$ cat src/rtl/ip_get_dc_ctrl_pkg.sv
// Shared prediction definitions: widths, block-size codes, controller states
// and the reference/prediction word-count lookups.
package ip_get_dc_ctrl_pkg;

    localparam int unsigned REQ_W  = 13;
    localparam int unsigned DAT_W  = 32;
    localparam int unsigned ADDR_W = 6;
    localparam int unsigned CNT_W  = 9;

    typedef enum logic [1:0] {
        BLK_4  = 2'd0,
        BLK_8  = 2'd1,
        BLK_16 = 2'd2,
        BLK_32 = 2'd3
    } blk_size_e;

    typedef enum logic [2:0] {
        ST_IDLE  = 3'd0,
        ST_LOAD  = 3'd1,
        ST_CONF  = 3'd2,
        ST_DRAIN = 3'd3,
        ST_DONE  = 3'd4
    } state_e;

    // Job configuration word; only the size field is interpreted here.
    typedef struct packed {
        logic [REQ_W-3:0] mode;
        blk_size_e        size;
    } req_cfg_t;

    // Reference words per job equal the block width.
    function automatic logic [ADDR_W-1:0] get_nref(input blk_size_e size);
        logic [ADDR_W-1:0] n;
        case (size)
            BLK_4:   n = ADDR_W'(4);
            BLK_8:   n = ADDR_W'(8);
            BLK_16:  n = ADDR_W'(16);
            default: n = ADDR_W'(32);
        endcase
        return n;
    endfunction

    // Prediction words per job: W*W samples packed four per word.
    function automatic logic [CNT_W-1:0] get_npred(input blk_size_e size);
        logic [CNT_W-1:0] n;
        case (size)
            BLK_4:   n = CNT_W'(4);
            BLK_8:   n = CNT_W'(16);
            BLK_16:  n = CNT_W'(64);
            default: n = CNT_W'(256);
        endcase
        return n;
    endfunction

endpackage

$ cat src/rtl/ip_get_dc_ctrl.sv
// DC prediction job controller: loads reference words into the core memories,
// forwards the job configuration, then streams the core's prediction out.
module ip_get_dc_ctrl
    import ip_get_dc_ctrl_pkg::*;
(
    input  logic              clk,
    input  logic              rst,

    input  logic [REQ_W-1:0]  req_dat,
    input  logic              req_vld,
    output logic              req_rdy,

    input  logic [DAT_W-1:0]  ref_dat,
    input  logic              ref_vld,
    output logic              ref_rdy,

    output logic [DAT_W-1:0]  wdata,
    output logic [ADDR_W-1:0] wraddress,
    output logic              wren,

    output logic [REQ_W-1:0]  conf_dat,
    output logic              conf_vld,
    input  logic              conf_rdy,

    input  logic [DAT_W-1:0]  core_dat,
    input  logic              core_vld,
    output logic              core_rdy,

    output logic [DAT_W-1:0]  pred_dat,
    output logic              pred_vld,
    input  logic              pred_rdy,
    output logic              pred_last,

    output logic              busy,
    output logic              done
);

    state_e            state_q, state_d;
    req_cfg_t          cfg_q, cfg_d;
    logic [ADDR_W-1:0] ref_cnt_q, ref_cnt_d;
    logic [CNT_W-1:0]  pred_cnt_q, pred_cnt_d;
    logic [ADDR_W-1:0] nref_m1;
    logic [CNT_W-1:0]  npred_m1;
    logic              ref_last;
    logic              pred_end;

    assign nref_m1  = ADDR_W'(get_nref(cfg_q.size) - ADDR_W'(1));
    assign npred_m1 = CNT_W'(get_npred(cfg_q.size) - CNT_W'(1));
    assign ref_last = (ref_cnt_q == nref_m1);
    assign pred_end = (pred_cnt_q == npred_m1);

    // State, counters and latched configuration.
    always_ff @(posedge clk) begin
        if (rst) begin
            state_q    <= ST_IDLE;
            cfg_q      <= '0;
            ref_cnt_q  <= '0;
            pred_cnt_q <= '0;
        end else begin
            state_q    <= state_d;
            cfg_q      <= cfg_d;
            ref_cnt_q  <= ref_cnt_d;
            pred_cnt_q <= pred_cnt_d;
        end
    end

    // Next state and handshake/data outputs; the core stream is a
    // combinational pass-through while draining.
    always_comb begin
        state_d    = state_q;
        cfg_d      = cfg_q;
        ref_cnt_d  = ref_cnt_q;
        pred_cnt_d = pred_cnt_q;
        req_rdy    = 1'b0;
        ref_rdy    = 1'b0;
        wdata      = '0;
        wraddress  = '0;
        wren       = 1'b0;
        conf_dat   = '0;
        conf_vld   = 1'b0;
        core_rdy   = 1'b0;
        pred_dat   = '0;
        pred_vld   = 1'b0;
        pred_last  = 1'b0;
        busy       = (state_q != ST_IDLE);
        done       = 1'b0;

        case (state_q)
            ST_IDLE: begin
                req_rdy = 1'b1;
                if (req_vld) begin
                    cfg_d      = req_cfg_t'(req_dat);
                    ref_cnt_d  = '0;
                    pred_cnt_d = '0;
                    state_d    = ST_LOAD;
                end
            end
            ST_LOAD: begin
                ref_rdy = 1'b1;
                if (ref_vld) begin
                    wren      = 1'b1;
                    wdata     = ref_dat;
                    wraddress = ref_cnt_q;
                    ref_cnt_d = ADDR_W'(ref_cnt_q + ADDR_W'(1));
                    if (ref_last) begin
                        state_d = ST_CONF;
                    end
                end
            end
            ST_CONF: begin
                conf_vld = 1'b1;
                conf_dat = REQ_W'(cfg_q);
                if (conf_rdy) begin
                    state_d = ST_DRAIN;
                end
            end
            ST_DRAIN: begin
                pred_dat  = core_dat;
                pred_vld  = core_vld;
                core_rdy  = pred_rdy;
                pred_last = pred_end;
                if (core_vld && pred_rdy) begin
                    pred_cnt_d = CNT_W'(pred_cnt_q + CNT_W'(1));
                    if (pred_end) begin
                        state_d = ST_DONE;
                    end
                end
            end
            ST_DONE: begin
                done    = 1'b1;
                state_d = ST_IDLE;
            end
            default: begin
                state_d = ST_IDLE;
            end
        endcase

        // Reset quiesces every output in the same cycle it is asserted.
        if (rst) begin
            req_rdy   = 1'b0;
            ref_rdy   = 1'b0;
            wdata     = '0;
            wraddress = '0;
            wren      = 1'b0;
            conf_dat  = '0;
            conf_vld  = 1'b0;
            core_rdy  = 1'b0;
            pred_dat  = '0;
            pred_vld  = 1'b0;
            pred_last = 1'b0;
            busy      = 1'b0;
            done      = 1'b0;
        end
    end

endmodule

$ cat config.mk
export PLATFORM = sky130hd
export DESIGN_NAME = ip_get_dc_ctrl
export DESIGN_NICKNAME = d
export VERILOG_FILES = /design/src/rtl/ip_get_dc_ctrl_pkg.sv /design/src/rtl/ip_get_dc_ctrl.sv
export SDC_FILE = /design/constraint.sdc
export NUM_CORES = 1
export LEC_CHECK = 0
export ABC_AREA = 1
export ABC_CLOCK_PERIOD_IN_PS = 4100
export CORE_MARGIN = 4
export CORE_UTILIZATION = 36
export DETAILED_ROUTE_END_ITERATION = 8
export PLACE_DENSITY = 0.86
export SLEW_MARGIN = 20
export SYNTH_ARGS = -nofsm -noshare
export SYNTH_HDL_FRONTEND = slang
export SYNTH_SLANG_ARGS = --single-unit
$ cat constraint.sdc
create_clock -name clk -period 4.1 [get_ports clk]
set_clock_uncertainty 0.05 [all_clocks]
set_input_delay 0.82 -clock clk [delete_from_list [all_inputs] [get_ports clk]]
set_output_delay 0.82 -clock clk [all_outputs]
set_load 0.01 [all_outputs]
=== Word level (Yosys, flattened, before mapping) ===
Cells that the tools add are included.

* Register bits after elaboration: 31
* Logic and storage cells: 76

* Add/sub/neg operators: 4
* Eq/ne operators: 14
* Multiplexer cells: 43
* Reduce and logical (&&, ||, !) cells: 10

{| class="wikitable"
|+ Operator list
! kind !! count
|-
| $mux 32 || 5
|-
| $mux 6 || 5
|-
| $pmux 9 s3 || 1
|-
| $mux 13 || 2
|-
| $mux 1 || 18
|-
| $mux 3 || 6
|-
| $mux 9 || 2
|-
| $pmux 6 s3 || 1
|-
| $pmux 9 s2 || 1
|-
| $ne 2x2->1 const B || 6
|-
| $pmux 3 s4 || 1
|-
| $pmux 6 s2 || 1
|-
| $add 9x1->9 const B || 1
|-
| $eq 9x9->1 || 1
|-
| $sub 9x1->9 const B || 1
|-
| $add 6x1->6 const B || 1
|-
| $eq 3x2->1 const B || 2
|-
| $eq 6x6->1 || 1
|-
| $reduce_and 3->1 || 2
|-
| $reduce_and 6->1 || 1
|-
| $sub 6x1->6 const B || 1
|-
| $reduce_bool 2->1 || 2
|-
| $eq 3x1->1 const B || 1
|-
| $eq 3x3->1 const B || 1
|-
| 7 further kinds || 7
|}

=== Longest topological paths before layout ===
* Depth in word-level cells: 7
* Gate-level depth with buffers: 12
* Mapped depth without buffers: 11

=== Least setup slack after synthesis ===
No wires, ideal clock.

* Kind: input port to output port
* From: in ref_vld
* To: out wdata[11]
* Arrival time: 1533 ps
* Path slack: 1697 ps
* Stages on the path: 6
* Buffers on the path: 2
* Cell sequence: nand2_1 nor2_2 inv_2 buf_6 buf_6 nor2_1

* Word-level cells in the longest chain between the ends: 3

{| class="wikitable"
|+ Ends and longest elaborated chain
! element !! RTL line !! text
|-
| start: declaration || ip_get_dc_ctrl.sv:14 || <nowiki>input logic ref_vld,</nowiki>
|-
| $mux 32 || ip_get_dc_ctrl.sv:100 || <nowiki>if (ref_vld) begin</nowiki>
|-
| $mux 32 || ip_get_dc_ctrl.sv:88 || <nowiki>case (state_q)</nowiki>
|-
| $mux 32 || ip_get_dc_ctrl.sv:139 || <nowiki>if (rst) begin</nowiki>
|-
| end: declaration || ip_get_dc_ctrl.sv:17 || <nowiki>output logic [DAT_W-1:0] wdata,</nowiki>
|}

No other way between the ends.

=== Final worst setup path ===
* From: in rst
* To: out wdata[30]

* Word-level cells in the longest chain between the ends: 1

{| class="wikitable"
|+ Ends and longest elaborated chain
! element !! RTL line !! text
|-
| start: declaration || ip_get_dc_ctrl.sv:7 || <nowiki>input logic rst,</nowiki>
|-
| $mux 32 || ip_get_dc_ctrl.sv:139 ||
|}

No other way between the ends.

==> reports/qor.yml <==
setup_path:
  crit_path_start_kind: "input port"
  worst-path-max-fanout: 38
  critPathKind: "input port to output pin"
  cp-end-kind: "output pin"
  cpMostUsedCell: "clkdlybuf4s50_1"
  crit_arrival_ps: 2670
  cp_slowest_cell: "clkdlybuf4s50_1"
  path_cells: "clkdlybuf4s50_1 -> nor2_2 -> inv_2 -> nor2_1 -> clkdlybuf4s50_1"
  cp.required_ps: 3230
  critPathMaxStageDelay_ps: 640
logic_synthesis:
  synthTopCellsByCount: "115 x nor2_1, 102 x inv_1, 49 x nand2_1"
  ys_types: 26
  synth-adder-area-share_pct: 1.12
  synth_enable_flop_cells: 0
  syn-instance-count: 403
  synth-simple-area-share_pct: 37.9
  synth_top_family_by_area: "simple AND/OR/NAND/NOR gates"
  synth_area_um2: 2240
  synth_compound_area_share_pct: 11.8
  ys_top_cells_by_area: "dfxtp_1 28%, nor2_1 19%, inv_1 17%, nand2_1 8.2%, a21oi_1 6.0%"
  yosys_warnings: 0
  synth_nets: 489
  syn_avg_cell_area_um2: 5.57
  ys_seq_elements: 31
  synthMuxAreaShare_pct: 0
  async_flop_share_pct: 0
  synth_top_flop_cell: "dfxtp_1"
  yosysSeqAreaShare_pct: 27.7
  synth.most_common_cell: "nor2_1"
  synthXorXnorAreaFrac_pct: 0.390
  synth_top_area_cell: "dfxtp_1"
  yosysTopAreaCellShare_pct: 27.7
floorplan:
  die_w_um: 86.9
  row_count: 28
  core_area_um2: 5990
  start_util_pct: 37.4
  dieArea_um2: 7560
  die_y_um: 86.9
  boundaryPins: 176
global_routing:
  grt_max_degree: 39
  gr-total-overflow: 0
  antenna_found_initial: 0
  grt_pass1_wl_mm: 12.8
  first_global_vias: 2831
  track_usage_pct: 21.7
drt:
  dr.pass1.iters: 6
  wire_per_inst_um: 12.9
  drtAntennaViolNets: 0
  vias: 3005
  wl_mm: 8.39
  drc: 0
  drtIter0Drc: 138
  avgViaCountPerCell: 4.62
clock_tree:
  cts_sinks: 31
  clock_latency_ps: 280
  clk_pin_slew_ps: 60
  cts_resized: 0
  cts-root-buf: "clkbuf_8"
  cts_tree: "yes"
  cts_buffer_depth: 2
  htree_levels: 2
  postCtsSetupRepairBufs: 0
  cts-buffers-inserted: 5
  ctsHoldBuffers: 0
finish:
  nets: 661
  final_area_um2: 4120
  insertedDiodeCount: 0
  instances_no_fill: 651
  area_growth_syn_to_layout_pct: 83.7
  nFillCells: 490
  drive_gt1_share_pct: 4.69
timing:
  fmax_ghz: 0.283
  hold_viol: 0
  tns_ps: 0
  whs_ps: 399
  slew_headroom_pct: 59.9
  finalSetupViolCount: 0
  slew_violations: 0
  period_minus_slack_ps: 3540
  rsz0062_at_grt: "false"
  fin_crit_sh_pct: 86.3
  tightest_slew_ps: 601
placed_design:
  dp_hpwl_mm: 6.92
  place_congestion: 0.883
  port_buffers: 175
  place_area_um2: 4040
  place_inst: 643
pwr:
  p_leak_uw: 0.00187
  power_density_nw_per_um2: 301
  peakVddDrop_mv: 0.194
worst_hold_path:
  hold_class: "register to register"
run_status:
  outcome: "finished clean"
flow_run:
  drv_cap: 0
through the flow:
| step | power, µW | setup WS (ps) | utilization [%] |
|---|---|---|---|
| floorplan | 760 | 1700 | - |
| global placement | 998 | 608 | 67.4 |
| detailed placement | 1020 | 557 | 67.4 |
| CTS | 1250 | 565 | 68.8 |
| global route | 1330 | 422 | 68.8 |
| finish | 1240 | 563 | 68.8 |
cells in the final DEF, fill, tap and decap left out, types with 5 or more instances in the layout:
master           count
clkdlybuf4s50_1    175
dfxtp_1             31
nor3_1               8
nand3_1              8
nor2_1             115
o21ai_0             18
inv_1              102
a21oi_1             27
clkbuf_8             5
nand2_1             49
inv_2                5
flip-flops by register name (all words and copies together) (netlist names):
register	count
state_q	3
ref_cnt_q	6
pred_cnt_q	9
cfg_q	13
area by class of cell:
class	instances	area, µm²	area share (%)
Clock buffer	7	76.3	1.85
Clock inverter	1	5.00	0.121
Inverter	107	402	9.75
Multi-Input combinational cell	252	1150	27.9
Sequential cell	31	621	15.1
Tap cell	75	93.8	2.28
Timing Repair Buffer	178	1770	43.1
kinds of logic (layout without fill, tap and decap cells):
group,after synthesis,count (layout)
fa+ha+maj,2,2
buf+inv,120,293
simple gates,199,199
xor+xnor,1,1
compound gates,50,50
flops,31,31
where the power goes:
part	total (µW)	internal [µW]	leakage (µW)	switching (µW)
Sequential	394	357	0.000253	36.8
Clock	231	119	0.0000422	112
Combinational	617	267	0.00157	350
Total	1240	743	0.00187	499
critical path: cells and delay by family:
family / cells / cell delay [ps]
buffers and inverters: 3 / 1620
and+or+nand+nor: 2 / 210
worst paths after layout:
| check | startpoint | endpoint | slack (ps) | cells past startpoint |
|---|---|---|---|---|
| worst max register to register | state_q[0] | ref_cnt_q[5] | 2240 | 8 |
| worst min register to register | cfg_q[3] | cfg_q[3] | 400 | 2 |
| worst max-delay path | rst | wdata[30] | 560 | 5 |
| worst min-delay path | cfg_q[3] | cfg_q[3] | 400 | 2 |
layer usage:
layer | GRT usage [%] | part of all wire, % | vias up
li1 | - | - | 1526
met1 | 21.1 | 35 | 1314
met2 | 41.3 | 52 | 153
met3 | 8.61 | 11 | 12
met4 | 6.80 | 2.1 | 0
met5 | 0 | 0 | -
Power figures use the tool's default switching activity.
